--- config.mk ---
export PLATFORM = sky130hd
export DESIGN_NAME = alu_arbiter
export DESIGN_NICKNAME = d
export VERILOG_FILES = /design/src/rtl/alu_pkg.sv /design/src/rtl/rr_arb2.sv /design/src/rtl/alu_arbiter.sv
export SDC_FILE = /design/constraint.sdc
export NUM_CORES = 1
export LEC_CHECK = 0
export ABC_CLOCK_PERIOD_IN_PS = 2700
export BUFFER_PORTS_ARGS = -buffer_cell sky130_fd_sc_hd__buf_2
export CAP_MARGIN = 0
export CORE_UTILIZATION = 50
export CTS_BUF_LIST = sky130_fd_sc_hd__clkbuf_4
export DETAILED_ROUTE_END_ITERATION = 8
export GPL_TIMING_DRIVEN = 0
export PLACE_DENSITY_LB_ADDON = 0.08
export SYNTH_ARGS = -nofsm -noshare
export SYNTH_HDL_FRONTEND = slang
export SYNTH_SLANG_ARGS = --single-unit
--- constraint.sdc ---
create_clock -name clk -period 2.7 [get_ports clk]
set_input_delay 0.135 -clock clk [delete_from_list [all_inputs] [get_ports clk]]
set_output_delay 0.135 -clock clk [all_outputs]
set_load 0.02 [all_outputs]
--- src/rtl/alu_pkg.sv ---
// Shared opcode constants, datapath width and arbiter FSM state type.
// Latency: none (definitions only).
// Backpressure: not applicable.
package alu_pkg;

  localparam int W = 16;

  localparam logic [3:0] NOOP  = 4'b0000;
  localparam logic [3:0] ADD   = 4'b0001;
  localparam logic [3:0] SUB   = 4'b0010;
  localparam logic [3:0] MULT  = 4'b0011;
  localparam logic [3:0] DIV   = 4'b0100;
  localparam logic [3:0] AND   = 4'b0101;
  localparam logic [3:0] OR    = 4'b0110;
  localparam logic [3:0] XOR   = 4'b0111;
  localparam logic [3:0] NOT   = 4'b1000;
  localparam logic [3:0] RESET = 4'b1111;

  typedef enum logic [1:0] {
    ST_INIT,
    ST_IDLE,
    ST_EXEC,
    ST_RESP
  } arb_state_t;

  // Opcodes 1001..1110 have no ALU meaning and are bounced by the arbiter.
  function automatic logic op_is_legal(input logic [3:0] op);
    return (op <= NOT) || (op == RESET);
  endfunction

endpackage

--- src/rtl/rr_arb2.sv ---
// Two-input round-robin grant from request valids and the last served id.
// Latency: purely combinational, last_grant is held by the parent.
// Backpressure: none; grant is only a suggestion until the parent accepts.
module rr_arb2 (
  input  logic [1:0] req_vld,
  input  logic       last_grant,
  output logic       gnt_vld,
  output logic       gnt_id
);

  // On a tie the requester that was not served last wins.
  always_comb begin
    gnt_vld = |req_vld;
    gnt_id  = 1'b0;
    if (req_vld == 2'b11) begin
      gnt_id = ~last_grant;
    end else if (req_vld[1]) begin
      gnt_id = 1'b1;
    end
  end

endmodule

--- src/rtl/alu_arbiter.sv ---
// Shares one accumulator ALU between two requesters; optional ALU_ARB_DIVCHK_EN traps DIV by zero.
// Latency: accept -> 1 EXEC cycle -> response 2 cycles after accept (1 cycle for rejected requests).
// Backpressure: single outstanding request; response held stable until rsp_ready, no accepts meanwhile.
module alu_arbiter
  import alu_pkg::*;
(
  input  logic         clk,
  input  logic         clear_n,
  input  logic         req0_valid,
  output logic         req0_ready,
  input  logic [3:0]   req0_op,
  input  logic [W-1:0] req0_a,
  input  logic [W-1:0] req0_b,
  input  logic         req1_valid,
  output logic         req1_ready,
  input  logic [3:0]   req1_op,
  input  logic [W-1:0] req1_a,
  input  logic [W-1:0] req1_b,
  output logic         rsp0_valid,
  input  logic         rsp0_ready,
  output logic [W-1:0] rsp0_data,
  output logic         rsp0_err,
  output logic         rsp1_valid,
  input  logic         rsp1_ready,
  output logic [W-1:0] rsp1_data,
  output logic         rsp1_err,
  output logic [3:0]   alu_op,
  output logic [W-1:0] alu_in1,
  output logic [W-1:0] alu_in2,
  input  logic [W-1:0] alu_out
);

  arb_state_t   state_q, state_d;
  logic         last_grant_q, last_grant_d;
  logic         id_q, id_d;
  logic [3:0]   op_q, op_d;
  logic [W-1:0] a_q, a_d;
  logic [W-1:0] b_q, b_d;
  logic [W-1:0] result_q, result_d;
  logic         err_q, err_d;

  logic         gnt_vld;
  logic         gnt_id;
  logic [3:0]   gnt_op;
  logic [W-1:0] gnt_a;
  logic [W-1:0] gnt_b;
  logic         gnt_reject;
  logic [W-1:0] reject_data;

  rr_arb2 u_rr_arb2 (
    .req_vld    ({req1_valid, req0_valid}),
    .last_grant (last_grant_q),
    .gnt_vld    (gnt_vld),
    .gnt_id     (gnt_id)
  );

  // Select the granted payload and decide whether it bypasses the ALU.
  always_comb begin
    gnt_op      = gnt_id ? req1_op : req0_op;
    gnt_a       = gnt_id ? req1_a  : req0_a;
    gnt_b       = gnt_id ? req1_b  : req0_b;
    gnt_reject  = !op_is_legal(gnt_op);
    reject_data = '0;
`ifdef ALU_ARB_DIVCHK_EN
    if ((gnt_op == DIV) && (gnt_b == '0)) begin
      gnt_reject  = 1'b1;
      reject_data = '1;
    end
`endif
  end

  // Next-state logic, request accept and result capture.
  always_comb begin
    state_d      = state_q;
    last_grant_d = last_grant_q;
    id_d         = id_q;
    op_d         = op_q;
    a_d          = a_q;
    b_d          = b_q;
    result_d     = result_q;
    err_d        = err_q;
    req0_ready   = 1'b0;
    req1_ready   = 1'b0;
    case (state_q)
      ST_INIT: state_d = ST_IDLE;
      ST_IDLE: begin
        if (gnt_vld) begin
          req0_ready = !gnt_id;
          req1_ready = gnt_id;
          id_d       = gnt_id;
          op_d       = gnt_op;
          a_d        = gnt_a;
          b_d        = gnt_b;
          if (gnt_reject) begin
            // Rejected requests never touch the ALU, so the turn is consumed here.
            result_d     = reject_data;
            err_d        = 1'b1;
            last_grant_d = gnt_id;
            state_d      = ST_RESP;
          end else begin
            err_d   = 1'b0;
            state_d = ST_EXEC;
          end
        end
      end
      ST_EXEC: begin
        result_d     = alu_out;
        last_grant_d = id_q;
        state_d      = ST_RESP;
      end
      ST_RESP: begin
        if (id_q ? rsp1_ready : rsp0_ready) begin
          state_d = ST_IDLE;
        end
      end
      default: state_d = ST_INIT;
    endcase
  end

  // ALU drive and response channels, decoded from the current state.
  always_comb begin
    alu_op     = NOOP;
    alu_in1    = '0;
    alu_in2    = '0;
    rsp0_valid = 1'b0;
    rsp0_data  = '0;
    rsp0_err   = 1'b0;
    rsp1_valid = 1'b0;
    rsp1_data  = '0;
    rsp1_err   = 1'b0;
    case (state_q)
      ST_INIT: alu_op = RESET;
      ST_EXEC: begin
        alu_op  = op_q;
        alu_in1 = a_q;
        alu_in2 = b_q;
      end
      ST_RESP: begin
        if (id_q) begin
          rsp1_valid = 1'b1;
          rsp1_data  = result_q;
          rsp1_err   = err_q;
        end else begin
          rsp0_valid = 1'b1;
          rsp0_data  = result_q;
          rsp0_err   = err_q;
        end
      end
      default: ;
    endcase
  end

  // State and datapath registers; reset discards any in-flight work.
  always_ff @(posedge clk or negedge clear_n) begin
    if (!clear_n) begin
      state_q      <= ST_INIT;
      last_grant_q <= 1'b1;
      id_q         <= 1'b0;
      op_q         <= NOOP;
      a_q          <= '0;
      b_q          <= '0;
      result_q     <= '0;
      err_q        <= 1'b0;
    end else begin
      state_q      <= state_d;
      last_grant_q <= last_grant_d;
      id_q         <= id_d;
      op_q         <= op_d;
      a_q          <= a_d;
      b_q          <= b_d;
      result_q     <= result_d;
      err_q        <= err_d;
    end
  end

endmodule

* Word-level counts from Yosys, hierarchy flattened
Cells that the tools add are included.
Word-level totals: word-level logic and storage cells 62, register bits 57, input port bits 94, output and inout port bits 74
Operators by class: eq/ne operators 8, bitwise operators 1, mux-type cells 36, magnitude comparators 1, reduce and logical (&&, ||, !) cells 8
Operators with widths (count):
- two-way mux 16 bit | 10
- one-hot mux 16 bit (2 select lines) | 1
- two-way mux 1 bit | 19
- one-hot mux 2 bit (4 select lines) | 1
- one-hot mux 4 bit (2 select lines) | 1
- == test 2 bit (second input constant) | 3
- != test 2 bit (second input constant) | 3
- == test 4 bit (second input constant) | 1
- less-or-equal comparator 4 bit (second input constant) | 1
- two-way mux 2 bit | 2
- two-way mux 4 bit | 1
- AND reduction 2 bit | 2
- AND reduction 3 bit | 1
- == test 2 x 1 -> 1 bit (second input constant) | 1
- logical NOT 2 bit | 1
- one-hot mux 1 bit (2 select lines) | 1
- nonzero test 2 bit | 1
- OR reduction 2 bit | 1
- logical NOT 1 bit | 1
- logical OR 1 bit | 1
- inverter 1 bit | 1

* Logic depth before layout (Yosys ltp)
Gate-level depths: netlist of the first run.
depth after elaboration 8, depth in mapped cells 7, depth with buffers taken out 6

* By module
A second synthesis of the first run with hierarchy kept.
Unflattened totals: cells, all modules 309, area total of the unflattened synthesis 3055.4 µm²
By module, submodules not included:
- alu_arbiter | area each 3041.7 µm², times used 1, seq. area each 1427.6 µm², cells an instance 307
- rr_arb2 | area each 13.8 µm², times used 1, seq. area each 0.0 µm², cells an instance 2

* Least setup slack after synthesis of the first run
No wires, ideal clock.
path type register to output, from register state_q[0], to output port rsp0_data[10], cell stages (with the launch flop) 6, arrival 1.610 ns, required time 2.565 ns, buffers on the path 2, path slack 0.955 ns, path through dfrtp_1 > ha_1 > nor2b_1 > clkbuf_1 > clkbuf_1 > and2_1
Between the ends: cells in the longest elaborated chain, start to end 2
RTL lines:
- start, declared | RTL line alu_arbiter.sv:33 | arb_state_t state_q, state_d;
- start signal, assigned | RTL line alu_arbiter.sv:165 | state_q <= state_d;
- == test 2 bit | RTL line alu_arbiter.sv:131 | case (state_q)
- two-way mux 16 bit | RTL line alu_arbiter.sv:131
- end, declared | RTL line alu_arbiter.sv:21 | output logic [W-1:0] rsp0_data,
No other way between the ends.

* Final worst setup path of the first run
from register state_q[0], to output port rsp0_data[13]
The elaborated chain is that of the path after synthesis.

==> flow_summary.json, run 1 <==
{
  "crit_arrival_ns": 2.26,
  "synth_edf_count": 0,
  "io_buffer_count": 167,
  "placed_cells": 552,
  "slew_headroom_pct": 52.38,
  "yosys_warnings": 0,
  "num_vias": 2970,
  "cp_slowest_cell": "dfrtp_1",
  "yosysUniqueCellTypes": 33,
  "p_total_mw": 4.147,
  "routed_wl_um": 7933,
  "crit_path_cell_trace": "ha_1 -> nor2b_1 -> clkbuf_1 -> clkbuf_1 -> and2_1 -> buf_2",
  "r2r-start": "state_q[0]$_DFFE_PN0P_",
  "async_flop_share_pct": 100.0,
  "rows": 28,
  "antenna_cells": 0,
  "seq_area_frac_synth_pct": 46.33,
  "cts_buffers": 9,
  "yosys.area_share.simple_pct": 20.50,
  "detailed_place_hpwl_um": 5744,
  "core_area_mm2": 0.005921,
  "drive_gt1_share_pct": 38.82,
  "antenna_found_initial": 0,
  "synth_fa_ha_area_share_pct": 1.624,
  "chipWidth_um": 80.51,
  "clockRootBuffer": "clkbuf_4",
  "preCtsSetupSlack_ns": 0.7263,
  "path_buf_inv": 3,
  "drt_iter0_drc": 106,
  "finalCritPeriodShare_pct": 88.61,
  "start_util_pct": 52.05,
  "syn_area_per_cell_um2": 9.941,
  "final-max-slew-violation-count": 0,
  "peakVddDrop_uv": 483.1,
  "crit_type": "flip-flop to output pin",
  "grt_usage_pct": 25.06,
  "synth_top_family_by_area": "simple AND/OR/NAND/NOR gates",
  "path_depth": 6,
  "finalSetupViolCount": 0,
  "syn_to_final_growth_pct": 39.34,
  "rr_endpoint": "state_q[0]$_DFFE_PN0P_",
  "rsz0062_at_grt": "no",
  "hold_depth": 3,
  "power.leakage_nw": 2.471,
  "syn-num-nets": 408,
  "ant_nets": 0,
  "finalHoldViolCount": 0,
  "drc": 0,
  "fin_nets": 603,
  "reg2reg_slack_ns": 0.71,
  "crit_fanout": 10,
  "startpoint": "state_q[0]$_DFFE_PN0P_",
  "synth_area_leaders": "dfrtp_1 (45%), mux2i_1 (11%), and2_1 (10%), a22o_1 (7.1%), o21ai_0 (5.0%)",
  "tns_ns": 0,
  "maxCapViolCount": 0,
  "synthMuxAreaShare_pct": 11.08,
  "dieArea_mm2": 0.006481,
  "hold_ws_ns": 0.03243,
  "insertion_delay_ns": 0.38,
  "hp-class": "input port to flip-flop",
  "worst_pin_slew_ns": 0.7142,
  "synth-xor-area-share_pct": 0,
  "fmaxAchievable_mhz": 418.0,
  "critPathMostFrequentCell": "clkbuf_1",
  "synth_compound_area_share_pct": 16.36,
  "cts_sinks": 57,
  "viasPerCell": 5.077,
  "powerDensity_mw_per_mm2": 965.8,
  "design_area_mm2": 0.004294,
  "nFillCells": 461,
  "cp.required_ns": 2.57,
  "place.gp.congestion": 0.8309,
  "place_area_mm2": 0.004011,
  "synth_top_area_share_pct": 45.47,
  "grt_pass1_vias": 2700,
  "reg2reg_depth": 7,
  "die_y_um": 80.51,
  "setup_ws_ns": 0.3075,
  "wl_per_cell_um": 13.56,
  "final_core_util_pct": 72.53,
  "clk_path_buf_depth": 2,
  "synth_area_mm2": 0.003082,
  "end_kind": "output pin",
  "grt_max_degree": 58,
  "htreeDepth": 3,
  "post-route-min-period_ns": 2.393,
  "cts_setup_buffers": 0,
  "startpoint_type": "flip-flop",
  "ys_dominant_reg_cell": "dfrtp_1",
  "synth-seq-cells": 57,
  "cts.clk_slew.worst_paths_ns": 0.10,
  "grt-ovfl-total": 0,
  "grt_pass1_wl_um": 12280,
  "status": "finished clean",
  "setup.worst_path.end": "rsp0_data[13]",
  "dr.pass1.iters": 4,
  "post-synth-top-count-cell": "dfrtp_1",
  "pin_count": 168,
  "yosysTopAreaCell": "dfrtp_1",
  "syn_inst": 310,
  "skew_ns": 0.01666,
  "tritoncts": "built",
  "synthTopCellsByCount": "dfrtp_1 (56), and2_1 (51), nand2_1 (34)",
  "cp_slowest_stage_delay_ns": 0.41,
  "path_delay_family": "buffers and inverters",
  "layout.cells.non_filler": 585
}
[state kept, by name (all words and copies together) (netlist names)]
register,flops
result_q,16
a_q,16
op_q,4
state_q,2
last_grant_q,1
err_q,1
id_q,1
b_q,16
[report_power, final]
group,switching (mW),internal [mW],leakage [nW]
Clock,0.297,0.215,0.0708
Combinational,1.27,0.877,1.69
Sequential,0.221,1.26,0.708
Total,1.79,2.35,2.47
[timing repair]
item | in CTS | in global routing
endpoints found under the hold margin | 16 | 56
gates resized for setup | 0 | 0
hold buffers | 16 | 1
[cell type report]
type,count,area (um2),share of cell area (%)
plain buffers,24,107.6,2.506
repair buffers,184,1008,23.48
multi-input cells,224,1528,35.58
clock buffers,12,90.09,2.098
well taps,75,93.84,2.185
clock inverters,4,20.02,0.4662
inverters,5,18.77,0.4371
flip-flops and latches,57,1428,33.25
[tightest hold or removal path, delay by kind of cell]
kind / cells / cell delay, ns
multiplexers: 1 / 0.05
buffers and inverters: 1 / 0.07
AO/OA/AOI/OAI: 1 / 0.12
[kinds of logic (layout without fill, tap and decap cells)]
family	Yosys count	in the layout
and+or+nand+nor	115	115
muxes	34	34
adders and majority gates	4	4
AOI/OAI and AO/OA	71	71
buffers and inverters	29	229
DFF	57	57
[per-layer routing]
metal | global-route usage (%) | part of all wire, % | wire, um
met5 | 0 | 0 | 0
met4 | 10.36 | 2.2 | 176
met3 | 5.114 | 6.9 | 547
met2 | 42.54 | 48 | 3838
met1 | 30.81 | 42 | 3369
[layout by cell type, fill, tap and decap left out]
master	n
a22o_1	25
mux2i_1	33
and2_1	51
buf_2	171
dfstp_2	1
a31o_2	1
nor3_1	1
nand3_1	2
a311o_1	1
a32o_1	1
buf_6	1
clkbuf_4	12
o21ai_1	2
and3_1	18
clkinv_2	4
nand2b_1	2
o22ai_1	1
a21o_1	5
a21boi_2	1
o211ai_2	1
o21ai_0	31
nor3_2	1
inv_1	5
mux2_2	1
or3_1	1
dfrtp_1	56
buf_4	2
a21boi_4	1
nor2_1	3
a21oi_1	1
nor2b_1	1
nand2_1	34
dlygate4sd3_1	17
and3_4	1
clkbuf_1	17
ha_1	4
[how the worst min path moves through the flow]
stage	start	endpoint	slack [ns]
floorplan	clear_n	a_q[0]$_DFFE_PN0P_	-0.16
global placement	alu_out[4]	result_q[4]$_DFFE_PN0P_	0.35
detailed placement	alu_out[7]	result_q[7]$_DFFE_PN0P_	0.36
CTS	req0_b[0]	b_q[0]$_DFFE_PN0P_	0.02
global route	req0_b[0]	b_q[0]$_DFFE_PN0P_	0.02
finish	req0_b[0]	b_q[0]$_DFFE_PN0P_	0.03
No activity file was read; power rests on OpenSTA's default activity.
==> run 2: changes to the inputs <==
--- a/config.mk
+++ b/config.mk
@@ -5,10 +5,10 @@
 export SDC_FILE = /design/constraint.sdc
 export NUM_CORES = 1
 export LEC_CHECK = 0
-export ABC_CLOCK_PERIOD_IN_PS = 2700
+export ABC_CLOCK_PERIOD_IN_PS = 2200
 export BUFFER_PORTS_ARGS = -buffer_cell sky130_fd_sc_hd__buf_2
 export CAP_MARGIN = 0
-export CORE_UTILIZATION = 50
+export CORE_UTILIZATION = 42
 export CTS_BUF_LIST = sky130_fd_sc_hd__clkbuf_4
 export DETAILED_ROUTE_END_ITERATION = 8
 export GPL_TIMING_DRIVEN = 0
==> constraint.sdc (replaced) <==
create_clock -name clk -period 2.2 [get_ports clk]
set_input_delay 0.11 -clock clk [delete_from_list [all_inputs] [get_ports clk]]
set_output_delay 0.11 -clock clk [all_outputs]
set_load 0.02 [all_outputs]
==> flow_summary.json, run 2 (same netlist as run 1, synthesis figures left out) <==
{
  "insertion_delay_ns": 0.39,
  "setup_ws_ns": 0.1405,
  "startpoint_type": "flip-flop",
  "antenna_found_initial": 0,
  "grt_pass1_vias": 2756,
  "path_delay_family": "buffers and inverters",
  "antenna_cells": 0,
  "num_vias": 3016,
  "tns_ns": 0,
  "syn_to_final_growth_pct": 41.86,
  "post-route-min-period_ns": 2.060,
  "viasPerCell": 4.944,
  "die_y_um": 87.66,
  "htreeDepth": 3,
  "pin_count": 168,
  "power.leakage_nw": 2.504,
  "rows": 30,
  "grt_max_degree": 58,
  "finalSetupViolCount": 0,
  "p_total_mw": 5.116,
  "dr.pass1.iters": 4,
  "skew_ns": 0.01295,
  "hp-class": "input port to flip-flop",
  "dieArea_mm2": 0.007684,
  "design_area_mm2": 0.004372,
  "final-max-slew-violation-count": 0,
  "clk_path_buf_depth": 2,
  "detailed_place_hpwl_um": 6351,
  "start_util_pct": 44.38,
  "crit_fanout": 10,
  "clockRootBuffer": "clkbuf_4",
  "wl_per_cell_um": 14.10,
  "drt_iter0_drc": 78,
  "cts_sinks": 57,
  "io_buffer_count": 167,
  "routed_wl_um": 8601,
  "preCtsSetupSlack_ns": 0.2096,
  "cts_buffers": 9,
  "final_cell_mix": "buf_2 (173), dfrtp_1 (56), and2_1 (51), nand2_1 (34), mux2i_1 (33)",
  "peakVddDrop_uv": 552.0,
  "hold_ws_ns": 0.01258,
  "status": "finished clean",
  "crit_arrival_ns": 1.95,
  "finalHoldViolCount": 0,
  "cts.clk_slew.worst_paths_ns": 0.10,
  "tritoncts": "built",
  "fin_nets": 607,
  "core_area_mm2": 0.006944,
  "place.gp.congestion": 0.7906,
  "ant_nets": 0,
  "rsz0062_at_grt": "no",
  "cp.required_ns": 2.09,
  "chipWidth_um": 87.66,
  "finalCritPeriodShare_pct": 93.62,
  "grt_usage_pct": 22.96,
  "layout_commonest_cell": "buf_2",
  "slew_headroom_pct": 52.31,
  "place_area_mm2": 0.004038,
  "path_buf_inv": 3,
  "crit_type": "flip-flop to output pin",
  "worst_pin_slew_ns": 0.7153,
  "fmaxAchievable_mhz": 485.5,
  "drive_gt1_share_pct": 39.49,
  "cp_slowest_cell": "dfrtp_1",
  "grt-ovfl-total": 0,
  "cp_slowest_stage_delay_ns": 0.39,
  "reg_top3": "a_q x16, b_q x16, result_q x16",
  "grt_pass1_wl_um": 13300,
  "end_kind": "output pin",
  "drc": 0,
  "maxCapViolCount": 0,
  "crit_path_cell_trace": "inv_1 -> ha_1 -> o21ai_1 -> clkbuf_2 -> nor2_1 -> buf_2",
  "cts_setup_buffers": 0,
  "powerDensity_mw_per_mm2": 1170
}
## run 2: layout make-up
| type | instances | area, um2 |
|---|---|---|
| Sequential cell | 57 | 1428 |
| Multi-Input combinational cell | 224 | 1530 |
| Tap cell | 96 | 120.1 |
| Clock inverter | 5 | 22.52 |
| Buffer | 23 | 111.4 |
| Inverter | 5 | 18.77 |
| Timing Repair Buffer | 189 | 1059 |
| Clock buffer | 11 | 82.58 |
| Fill cell | 633 | 2572 |
## run 2: worst reg2reg max path, cell delays in order (launching register included)
cell and delay, ns:
dfstp_2 0.59, a21boi_4 0.09, nor3_2 0.24, o211ai_2 0.17, a21boi_2 0.35, buf_2 0.30
a22o_1 0.17
## run 2: power by group
part / internal, mW / switching (mW)
Combinational: 1.10 / 1.58
Sequential: 1.55 / 0.268
Clock: 0.245 / 0.372
Total: 2.89 / 2.22
## run 2: per-layer routing
metal	vias to the layer above	track usage, %	routed length [um]
met5	-	0	0
li1	1483	-	-
met2	102	38.35	4219
met3	13	4.430	450
met1	1418	29.14	3799
met4	0	9.836	132
## run 2: what timing repair did
action	CTS	global route
endpoints found under the hold margin	19	56
resized for setup	4	7
pin swaps	0	0
endpoints found under the setup margin	41	39
hold buffers	21	1
cloned	0	0
## run 2: through the flow
step	cells	util [%]
6_report	610	62.96
2_1_floorplan	310	-
3_5_place_dp	573	58.14
5_1_grt	610	62.96
4_1_cts	609	62.70
3_3_place_gp	573	58.14
## run 2: final timing paths
| path | from | end | slack, ns | cells past startpoint |
|---|---|---|---|---|
| hold / removal | req1_b[8] | b_q[8]$_DFFE_PN0P_ | 0.01 | 3 |
| min in group asynchronous | clear_n | result_q[10]$_DFFE_PN0P_ | 0.31 | 2 |
| hold reg to reg | b_q[11]$_DFFE_PN0P_ | b_q[11]$_DFFE_PN0P_ | 0.48 | 2 |
| setup reg to reg | last_grant_q$_DFFE_PN1P_ | result_q[12]$_DFFE_PN0P_ | 0.23 | 6 |
| max in group asynchronous | clear_n | op_q[3]$_DFFE_PN0P_ | 1.40 | 2 |
| setup / recovery | state_q[1]$_DFFE_PN0P_ | req0_ready | 0.14 | 6 |
==> run 3: changes to the inputs <==
==> constraint.sdc (replaced) <==
create_clock -name clk -period 2.2 [get_ports clk]
set_input_delay 0.11 -clock clk [delete_from_list [all_inputs] [get_ports clk]]
set_output_delay 0.11 -clock clk [all_outputs]
set_load 0.05 [all_outputs]
==> flow_summary.json, run 3 (same netlist as run 1, synthesis figures left out) <==
{
  "cp_slowest_stage_delay_ns": 0.45,
  "finalSetupViolCount": 0,
  "pin_count": 168,
  "chipWidth_um": 87.66,
  "grt_pass1_wl_um": 13300,
  "grt_usage_pct": 22.98,
  "clk_path_buf_depth": 2,
  "detailed_place_hpwl_um": 6351,
  "tritoncts": "built",
  "path_buf_inv": 4,
  "fmaxAchievable_mhz": 483.4,
  "skew_ns": 0.01432,
  "routed_wl_um": 8595,
  "wl_per_cell_um": 14.07,
  "viasPerCell": 4.977,
  "crit_arrival_ns": 1.96,
  "finalCritPeriodShare_pct": 94.03,
  "start_util_pct": 44.38,
  "crit_path_cell_trace": "inv_1 -> ha_1 -> buf_4 -> clkbuf_2 -> and2_1 -> buf_2",
  "htreeDepth": 3,
  "cts_buffers": 9,
  "finalHoldViolCount": 0,
  "ant_nets": 0,
  "hp-class": "input port to flip-flop",
  "cts.clk_slew.worst_paths_ns": 0.10,
  "num_vias": 3041,
  "cp.required_ns": 2.09,
  "final_cell_mix": "buf_2 (161), dfrtp_1 (55), and2_1 (51), nand2_1 (34), mux2i_1 (33)",
  "antenna_found_initial": 0,
  "startpoint_type": "flip-flop",
  "drt_iter0_drc": 82,
  "final-max-slew-violation-count": 0,
  "drc": 0,
  "drive_gt1_share_pct": 40.19,
  "grt_max_degree": 58,
  "grt_pass1_vias": 2776,
  "core_area_mm2": 0.006944,
  "grt-ovfl-total": 0,
  "rsz0062_at_grt": "no",
  "syn_to_final_growth_pct": 43.69,
  "die_y_um": 87.66,
  "placed_cells": 573,
  "layout_commonest_cell": "buf_2",
  "cts_sinks": 57,
  "dieArea_mm2": 0.007684,
  "design_area_mm2": 0.004428,
  "slew_headroom_pct": 51.81,
  "crit_type": "flip-flop to output pin",
  "insertion_delay_ns": 0.39,
  "cp_slowest_cell": "dfrtp_2",
  "status": "finished clean",
  "reg_top3": "a_q x16, b_q x16, result_q x16",
  "place_area_mm2": 0.004038,
  "place.gp.congestion": 0.7906,
  "powerDensity_mw_per_mm2": 1344,
  "path_delay_family": "buffers and inverters",
  "clockRootBuffer": "clkbuf_4",
  "antenna_cells": 0,
  "maxCapViolCount": 0,
  "cts_setup_buffers": 0,
  "crit_fanout": 10,
  "rows": 30,
  "tns_ns": 0,
  "fin_nets": 608,
  "worst_pin_slew_ns": 0.7229,
  "p_total_mw": 5.953,
  "post-route-min-period_ns": 2.069,
  "layout.cells.non_filler": 611,
  "power.leakage_nw": 2.511,
  "io_buffer_count": 167,
  "hold_ws_ns": 0.01412,
  "end_kind": "output pin",
  "dr.pass1.iters": 4,
  "peakVddDrop_uv": 741.9
}
## run 3: path summary, 6_finish.rpt
path / start / end / slack (ns) / depth (start not counted)
max reg2reg: last_grant_q$_DFFE_PN1P_ / result_q[12]$_DFFE_PN0P_ / 0.25 / 6
max: state_q[0]$_DFFE_PN0P_ / alu_in1[0] / 0.13 / 6
min reg2reg: b_q[11]$_DFFE_PN0P_ / b_q[11]$_DFFE_PN0P_ / 0.48 / 2
min: req1_b[8] / b_q[8]$_DFFE_PN0P_ / 0.01 / 3
min in group asynchronous: clear_n / result_q[10]$_DFFE_PN0P_ / 0.32 / 2
max in group asynchronous: clear_n / state_q[0]$_DFFE_PN0P_ / 1.36 / 2
## run 3: timing repair
action,CTS,global route
hold buffers,21,1
setup endpoints to repair,49,42
hold endpoints to repair,19,56
gates resized for setup,17,15
## run 3: layer usage
layer | global-route usage, % | share of wire [%] | vias up
met5 | 0 | 0 | -
met3 | 4.430 | 5.1 | 16
met2 | 38.42 | 49 | 103
li1 | - | - | 1487
met4 | 9.836 | 1.9 | 0
met1 | 29.14 | 44 | 1435
## run 3: worst reg2reg max path, cell delays in order (launching register included)
cell	delay (ns)
dfstp_2	0.59
a21boi_4	0.09
nor3_2	0.24
o211ai_2	0.17
a21boi_2	0.35
buf_2	0.29
a22o_1	0.17
## run 3: through the flow
stage | utilization, % | setup WS [ns]
floorplan | - | 0.01073
global placement | 58.14 | 0.1724
detailed placement | 58.14 | 0.1103
CTS | 63.17 | 0.008607
global route | 63.77 | 0.004960
finish | 63.77 | 0.1314
## run 3: cell type report
type,instances,area (um2)
multi-input cells,224,1544
flip-flops and latches,57,1429
clock inverters,5,22.52
well taps,96,120.1
inverters,5,18.77
plain buffers,24,122.6
clock buffers,11,82.58
fillers,619,2516
repair buffers,189,1089
## run 3: power breakdown
group | leakage, nW | total, mW | switching, mW | internal [mW]
Clock | 0.0655 | 0.615 | 0.369 | 0.245
Combinational | 1.74 | 3.51 | 2.36 | 1.16
Sequential | 0.708 | 1.83 | 0.275 | 1.55
